File: src/rtl/count_seq_monitor_pkg.sv
// Shared definitions for the ripple-counter sequence monitor: FSM states,
// error codes and the default stall limit.
package count_seq_monitor_pkg;

  typedef enum logic [1:0] {
    IDLE    = 2'd0,
    ACQUIRE = 2'd1,
    LOCKED  = 2'd2,
    ERROR   = 2'd3
  } state_t;

  localparam logic [1:0] ERR_NONE  = 2'b00;
  localparam logic [1:0] ERR_SKIP  = 2'b01;
  localparam logic [1:0] ERR_STALL = 2'b10;

  localparam int STALL_CYCLES_DEFAULT = 16;

  // True when 'to' is the modulo-4 successor of 'from'.
  function automatic logic is_next(input logic [1:0] from, input logic [1:0] to);
    return to == from + 2'd1;
  endfunction

endpackage

File: src/rtl/sync_2ff.sv
// Two-flop synchronizer for a bus of slowly changing, gray-like bits.
// Both stages clear on the synchronous reset.
module sync_2ff #(
  parameter int WIDTH = 2
) (
  input  logic             clk,
  input  logic             reset,
  input  logic [WIDTH-1:0] d,
  output logic [WIDTH-1:0] q
);

  logic [WIDTH-1:0] sync1;

  // NOTE: non-blocking assignments make sync1 -> q a true two-stage shift;
  // blocking ones would collapse both stages into a single flop.
  always_ff @(posedge clk) begin
    if (reset) begin
      sync1 <= '0;
      q     <= '0;
    end else begin
      sync1 <= d;
      q     <= sync1;
    end
  end

endmodule

File: src/rtl/count_seq_monitor.sv
// Monitors a 2-bit upstream ripple counter: locks after four valid increments,
// counts 3->0 wraps while locked, and latches skip/stall errors until cleared.
module count_seq_monitor
  import count_seq_monitor_pkg::*;
#(
  parameter int STALL_CYCLES = STALL_CYCLES_DEFAULT,
  parameter int WRAP_W       = 8
) (
  input  logic              clk,
  input  logic              reset,
  input  logic [1:0]        count_in,
  input  logic              clear,
  output logic              locked,
  output logic              wrap_pulse,
  output logic [WRAP_W-1:0] wrap_count,
  output logic              error,
  output logic [1:0]        err_code
);

  localparam int                 STALL_W    = $clog2(STALL_CYCLES + 1);
  localparam logic [STALL_W-1:0] STALL_LAST = STALL_W'(STALL_CYCLES - 1);

  logic [1:0]         sync2;
  logic [1:0]         prev;
  logic               step;
  logic               step_ok;
  state_t             state;
  logic [1:0]         run;
  logic [STALL_W-1:0] stall_cnt;

  sync_2ff #(.WIDTH(2)) u_sync (
    .clk   (clk),
    .reset (reset),
    .d     (count_in),
    .q     (sync2)
  );

  // prev keeps tracking sync2 through clear so no step is lost or invented.
  always_ff @(posedge clk) begin
    if (reset) prev <= 2'd0;
    else       prev <= sync2;
  end

  assign step    = (sync2 != prev);
  assign step_ok = is_next(prev, sync2);

  always_ff @(posedge clk) begin
    if (reset) begin
      state      <= IDLE;
      run        <= 2'd0;
      stall_cnt  <= '0;
      locked     <= 1'b0;
      wrap_pulse <= 1'b0;
      wrap_count <= '0;
      error      <= 1'b0;
      err_code   <= ERR_NONE;
    end else begin
      wrap_pulse <= 1'b0;
      if (clear) begin
        state      <= IDLE;
        run        <= 2'd0;
        stall_cnt  <= '0;
        locked     <= 1'b0;
        wrap_count <= '0;
        error      <= 1'b0;
        err_code   <= ERR_NONE;
      end else begin
        case (state)
          IDLE: begin
            if (step && step_ok) begin
              state <= ACQUIRE;
              run   <= 2'd1;
            end
          end
          ACQUIRE: begin
            if (step) begin
              if (!step_ok) begin
                state <= IDLE;
                run   <= 2'd0;
              end else if (run == 2'd3) begin
                state     <= LOCKED;
                locked    <= 1'b1;
                run       <= 2'd0;
                stall_cnt <= '0;
              end else begin
                run <= run + 2'd1;
              end
            end
          end
          LOCKED: begin
            // A step, even an invalid one, pre-empts a same-cycle stall expiry.
            if (step) begin
              stall_cnt <= '0;
              if (!step_ok) begin
                state    <= ERROR;
                locked   <= 1'b0;
                error    <= 1'b1;
                err_code <= ERR_SKIP;
              end else if (prev == 2'd3) begin
                wrap_pulse <= 1'b1;
                wrap_count <= wrap_count + 1'b1;
              end
            end else if (stall_cnt == STALL_LAST) begin
              state    <= ERROR;
              locked   <= 1'b0;
              error    <= 1'b1;
              err_code <= ERR_STALL;
            end else begin
              stall_cnt <= stall_cnt + 1'b1;
            end
          end
          ERROR: begin
            // Sticky until clear or reset.
          end
          default: state <= IDLE;
        endcase
      end
    end
  end

endmodule

File: config.mk
export PLATFORM = sky130hd
export DESIGN_NAME = count_seq_monitor
export DESIGN_NICKNAME = d
export VERILOG_FILES = /design/src/rtl/count_seq_monitor_pkg.sv /design/src/rtl/sync_2ff.sv /design/src/rtl/count_seq_monitor.sv
export SDC_FILE = /design/constraint.sdc
export NUM_CORES = 1
export LEC_CHECK = 0
export BUFFER_PORTS_ARGS = -buffer_cell sky130_fd_sc_hd__buf_2
export CAP_MARGIN = 20
export CELL_PAD_IN_SITES_DETAIL_PLACEMENT = 1
export CELL_PAD_IN_SITES_GLOBAL_PLACEMENT = 1
export CORE_AREA = 10 10 60 87
export DETAILED_ROUTE_END_ITERATION = 10
export DIE_AREA = 0 0 70 97
export PLACE_DENSITY_LB_ADDON = 0.1
export SYNTH_ARGS = -nofsm -noshare
export SYNTH_HDL_FRONTEND = slang
export SYNTH_SLANG_ARGS = --single-unit
export TNS_END_PERCENT = 10
File: constraint.sdc
create_clock -name clk -period 2.68 [get_ports clk]
set_clock_uncertainty 0.2 [all_clocks]
set_input_delay 0.536 -clock clk [delete_from_list [all_inputs] [get_ports clk]]
set_output_delay 0.536 -clock clk [all_outputs]
set_load 0.05 [all_outputs]
==> results of run 1 <==
-- power groups by stage --
stage,combinational (mW),clock (mW),sequential (mW)
global route,0.0567,0.250,0.425
floorplan,0.0363,0,0.433
CTS,0.0514,0.232,0.424
detailed placement,0.0510,0,0.434
finish,0.0505,0.223,0.424
global placement,0.0497,0,0.434
-- sequential cells by signal, summed over array words and instances (netlist names) --
signal and flops:
u_sync.sync1 2, prev 2, error 1, wrap_count 8
wrap_pulse 1, locked 1, stall_cnt 5, run 2
err_code 2, state 2, u_sync.q 2
-- cell usage after synthesis, drive strengths merged --
cell type	n
dfxtp	28
nor2	16
a21oi	12
nand2	12
ha	8
nor2b	8
nor3	7
xor2	6
o21ai	5
xnor2	5
inv	4
nand3	4
a31oi	3
clkbuf	3
nand4	3
or2	3
and4	2
buf	2
or3	2
a211oi	1
a22oi	1
a2bb2oi	1
a32oi	1
a41oi	1
and2	1
and3	1
and4b	1
mux2i	1
nand2b	1
nor3b	1
nor4	1
o211ai	1
o21a	1
o21ba	1
o22a	1
o31ai	1
or4b	1
-- final cells by class --
type	instances	share of cell area
Multi-Input combinational cell	114	0.484
Sequential cell	28	0.371
Timing Repair Buffer	20	0.0713
Tap cell	43	0.0357
Clock buffer	3	0.0274
Inverter	4	0.00995
-- per-stage QoR --
stage          power, mW  area (um2)  instances  worst slack (ps)
2_1_floorplan      0.470        1330        151               503
5_1_grt            0.732        1510        212               138
3_3_place_gp       0.483        1470        209               421
4_1_cts            0.708        1510        212               289
3_5_place_dp       0.485        1470        209               315
6_report           0.698        1510        212               298
-- cell usage in the layout, fill, tap and decap left out, types with 5 or more instances in the layout --
| cell | netlist | layout |
|---|---|---|
| dfxtp_1 | 28 | 28 |
| buf_2 | 0 | 17 |
| nor2_1 | 16 | 16 |
| nand2_1 | 12 | 12 |
| a21oi_1 | 12 | 12 |
| nor2b_1 | 8 | 8 |
| ha_1 | 8 | 8 |
| nor3_1 | 7 | 7 |
| xor2_1 | 6 | 6 |
| o21ai_0 | 5 | 5 |
-- cells by family (layout without fill, tap and decap cells) --
kind of cell	Yosys count	after routing	synth area share
XOR/XNOR	11	11	0.0784
AND/OR/NAND/NOR	64	64	0.249
multiplexers	1	1	0.00755
buffers and inverters	9	27	0.0255
adder cells (fa/ha/maj)	8	8	0.0755
flip-flops	28	28	0.423
AO/OA/AOI/OAI	30	30	0.141
-- worst max-delay path: stages, from the launching register on --
cell and delay [ps]:
dfxtp_1 360, ha_1 340, xor2_1 350, o21ai_0 140, o22a_1 240, or4b_1 520, a21oi_1 160
-- per-layer routing --
| layer | vias to the layer above | wire, um | GRT usage | part of all wire |
|---|---|---|---|---|
| met2 | 17 | 1680 | 0.178 | 0.54 |
| met1 | 561 | 1260 | 0.0921 | 0.40 |
| li1 | 566 | - | - | - |
| met5 | - | 0 | 0 | 0 |
| met4 | 0 | 86 | 0.0439 | 0.027 |
| met3 | 8 | 106 | 0.0224 | 0.034 |
-- how the worst max path moves through the flow --
stage	end	slack, ps	depth (start not counted)
final	state[1]$_SDFFE_PP0P_	300	6
after floorplan	state[1]$_SDFFE_PP0P_	500	6
after global placement	state[1]$_SDFFE_PP0P_	420	6
after global routing	state[1]$_SDFFE_PP0P_	140	6
after CTS	state[1]$_SDFFE_PP0P_	290	6
after detailed placement	state[1]$_SDFFE_PP0P_	310	6
==> impl_metrics.env, run 1 <==
export IMPL_status="completed"
export IMPL_via_count=1152
export IMPL_slew_violations=0
export IMPL_r2r_start="prev[0]$_SDFF_PP0_"
export IMPL_yosysWarnings=0
export IMPL_hold_end="u_sync.q[0]$_SDFF_PP0_"
export IMPL_synth_top_area_share=0.423
export IMPL_die_area_mm2=0.00679
export IMPL_crit_type="reg2reg"
export IMPL_synth_cell_type_count=38
export IMPL_fp_dieH_um=97
export IMPL_clk_pin_slew_worst_paths_ps=90
export IMPL_hold_path_class="reg2reg"
export IMPL_place_congestion=0.856
export IMPL_yosysSeqAreaShare=0.423
export IMPL_coreArea_mm2=0.00365
export IMPL_post_synth_top_area_cell="dfxtp_1"
export IMPL_die_w_um=70
export IMPL_regToRegEndpoint="state[1]$_SDFFE_PP0P_"
export IMPL_wire_per_inst_um=14.8
export IMPL_ioPinCount=18
export IMPL_h_tree_depth=1
export IMPL_syn_num_nets=164
export IMPL_timing_final_crit_share=0.889
export IMPL_seqPwrFrac=0.608
export IMPL_seq_area_um2=561
export IMPL_switching_power_uw=158
export IMPL_power_frac_clock=0.320
export IMPL_area_growth_syn_to_layout_pct=13.9
export IMPL_vdd_drop_max_v=0.000259
export IMPL_power_internal_uw=540
export IMPL_antenna_left=0
export IMPL_hold_viol=0
export IMPL_reg2reg_slack_ps=300
export IMPL_drv_cap=0
export IMPL_vias_per_cell=5.43
export IMPL_drt_iter0_markers=54
export IMPL_fin_hold_ws_ps=251
export IMPL_grt_max_degree=23
export IMPL_hp_start="u_sync.sync1[0]$_SDFF_PP0_"
export IMPL_n_fill_cell=453
export IMPL_max_slew_margin_rel=0.675
export IMPL_combPwrFrac=0.072
export IMPL_hold_path_depth=1
export IMPL_clock_sinks=28
export IMPL_cp_max_fo=6
export IMPL_multi_input_area_um2=731
export IMPL_tightestPinTransition_ps=486
export IMPL_dpl_hpwl_mm=2.52
export IMPL_switching_share=0.226
export IMPL_period_needed_ps=2380
export IMPL_drt_total_wl_mm=3.14
export IMPL_utilization=0.414
export IMPL_drc_errors=0
export IMPL_synth_area_leaders="dfxtp_1, ha_1, a21oi_1, nor2_1, xor2_1"
export IMPL_start_util=0.363
export IMPL_syn_inst=151
export IMPL_grt_pass1_wl_mm=5.51
export IMPL_insertion_delay_ps=270
export IMPL_root_buffer="clkbuf_8"
export IMPL_track_usage=0.0945
export IMPL_port_buffers=17
export IMPL_diodes=0
export IMPL_grt_remaining_overflow=0
export IMPL_hold_buffers=0
export IMPL_critPathArrivalTime_ps=2380
export IMPL_cts_buffers_inserted=3
export IMPL_grt_pass1_vias=1225
export IMPL_clock_path_buffers=2
export IMPL_synthesis_area_mm2=0.00133
export IMPL_fmax_mhz=420
export IMPL_core_rowCount=27
export IMPL_startpoint_type="flop"
export IMPL_ctsResizeCount=0
export IMPL_drive_gt1_frac=0.166
export IMPL_ys_ff_latch=28
export IMPL_worstSetupStartpoint="prev[0]$_SDFF_PP0_"
export IMPL_cts_setup_buffers=0
export IMPL_setup_tns_final_ps=0
export IMPL_required_ps=2680
export IMPL_setup_worst_path_end_class="flop"
export IMPL_first_pass_iters=4
export IMPL_grt_antenna_before_repair=0
export IMPL_reg2reg_depth=6
export IMPL_p_per_area_mw_per_mm2=462
export IMPL_rsz0062_at_grt="no"
export IMPL_finalSetupViolations=0
export IMPL_leakagePower_nw=0.580
export IMPL_nets=184
export IMPL_avgSynthCellArea_um2=8.77
export IMPL_cts_tree="yes"
No activity file was read; power rests on OpenSTA's default activity.
==> run 2, diff against run 1 <==
--- a/config.mk
+++ b/config.mk
@@ -13,6 +13,7 @@
 export DETAILED_ROUTE_END_ITERATION = 10
 export DIE_AREA = 0 0 70 97
 export PLACE_DENSITY_LB_ADDON = 0.1
+export RECOVER_POWER = 50
 export SYNTH_ARGS = -nofsm -noshare
 export SYNTH_HDL_FRONTEND = slang
 export SYNTH_SLANG_ARGS = --single-unit
==> impl_metrics.env, run 2 (synthesis results as in run 1) <==
export IMPL_status="completed"
export IMPL_mostFrequentLayoutCells="dfxtp_1, nor2_1, clkbuf_1, nand2_1, a21oi_1"
export IMPL_rsz0062_at_grt="no"
export IMPL_area_growth_syn_to_layout_pct=12.6
export IMPL_grt_remaining_overflow=0
export IMPL_cp_slowest_stage_delay_ps=520
export IMPL_grt_pass1_wl_mm=5.51
export IMPL_largest_register_ffs=8
export IMPL_grt_antenna_before_repair=0
export IMPL_clock_sinks=28
export IMPL_slew_violations=0
export IMPL_cts_tree="yes"
export IMPL_layout_setup_ws_ps=298
export IMPL_required_ps=2680
export IMPL_totalPowerFinal_uw=698
export IMPL_grt_max_degree=23
export IMPL_clk_pin_slew_worst_paths_ps=90
export IMPL_drv_cap=0
export IMPL_cts_setup_buffers=0
export IMPL_hold_buffers=0
export IMPL_max_slew_margin_rel=0.589
export IMPL_cts_buffers_inserted=3
export IMPL_place_congestion=0.856
export IMPL_core_rowCount=27
export IMPL_fmax_mhz=420
export IMPL_hold_path_class="reg2reg"
export IMPL_top_register="wrap_count"
export IMPL_p_per_area_mw_per_mm2=468
export IMPL_critPathArrivalTime_ps=2380
export IMPL_path_buf_inv=0
export IMPL_period_needed_ps=2380
export IMPL_drt_iter0_markers=41
export IMPL_via_count=1158
export IMPL_n_fill_cell=459
export IMPL_clock_path_buffers=2
export IMPL_finalSetupViolations=0
export IMPL_cp_max_fo=6
export IMPL_nets=184
export IMPL_diodes=0
export IMPL_insertion_delay_ps=270
export IMPL_first_pass_iters=4
export IMPL_setup_worst_path_end_class="flop"
export IMPL_setup_tns_final_ps=0
export IMPL_drive_gt1_frac=0.0828
export IMPL_vdd_drop_max_v=0.000259
export IMPL_root_buffer="clkbuf_8"
export IMPL_port_buffers=17
export IMPL_antenna_left=0
export IMPL_die_area_mm2=0.00679
export IMPL_path_cells="ha_1 > xor2_1 > o21ai_0 > o22a_1 > or4b_1 > a21oi_1"
export IMPL_track_usage=0.0945
export IMPL_drc_errors=0
export IMPL_wire_per_inst_um=14.9
export IMPL_ctsResizeCount=0
export IMPL_drt_total_wl_mm=3.16
export IMPL_die_w_um=70
export IMPL_crit_type="reg2reg"
export IMPL_leakagePower_nw=0.520
export IMPL_h_tree_depth=1
export IMPL_start_util=0.363
export IMPL_final_cells=212
export IMPL_grt_pass1_vias=1225
export IMPL_placed_cells=209
export IMPL_crit_slowest_cell="or4b_1"
export IMPL_startpoint_type="flop"
export IMPL_dpl_hpwl_mm=2.52
export IMPL_path_delay_family="compound AO/OA/AOI/OAI gates"
export IMPL_ioPinCount=18
export IMPL_tightestPinTransition_ps=618
export IMPL_layout_cells_most_common="dfxtp_1"
export IMPL_hold_viol=0
export IMPL_vias_per_cell=5.46
export IMPL_pre_cts_ws_ps=315
export IMPL_coreArea_mm2=0.00365
export IMPL_fp_dieH_um=97
export IMPL_timing_final_crit_share=0.889
export IMPL_reg_largest_list="wrap_count (8), stall_cnt (5)"
-- run 2: area by class of cell --
class / count / area [um2] / area share
Clock buffer: 3 / 41.3 / 0.0277
Inverter: 4 / 15.0 / 0.0101
Multi-Input combinational cell: 114 / 731 / 0.490
Sequential cell: 28 / 561 / 0.376
Tap cell: 43 / 53.8 / 0.0361
Timing Repair Buffer: 20 / 90.1 / 0.0604
-- run 2: final timing paths --
| check | from | endpoint | slack (ps) | depth (start not counted) |
|---|---|---|---|---|
| max reg2reg | prev[0]$_SDFF_PP0_ | state[1]$_SDFFE_PP0P_ | 300 | 6 |
| min | u_sync.sync1[0]$_SDFF_PP0_ | u_sync.q[0]$_SDFF_PP0_ | 250 | 1 |
| min reg2reg | u_sync.sync1[0]$_SDFF_PP0_ | u_sync.q[0]$_SDFF_PP0_ | 250 | 1 |
| max | prev[0]$_SDFF_PP0_ | state[1]$_SDFFE_PP0P_ | 300 | 6 |
-- run 2: metrics by stage --
| step | hold WS (ps) | util | area (um2) |
|---|---|---|---|
| after floorplan | 214 | - | 1330 |
| after global placement | 219 | 0.402 | 1470 |
| after detailed placement | 230 | 0.402 | 1470 |
| after CTS | 256 | 0.414 | 1510 |
| after global routing | 272 | 0.409 | 1490 |
| final | 251 | 0.409 | 1490 |
-- run 2: where the power goes --
part	internal (mW)	switching [mW]	total, mW
Combinational	0.0184	0.0318	0.0502
Sequential	0.420	0.00374	0.424
Clock	0.101	0.123	0.224
-- run 2: routing by layer --
metal | up-vias | routed length (um) | global-route usage
met5 | - | 0 | 0
met4 | 0 | 92 | 0.0439
met3 | 9 | 111 | 0.0224
met2 | 17 | 1680 | 0.178
met1 | 565 | 1280 | 0.0921
li1 | 567 | - | -
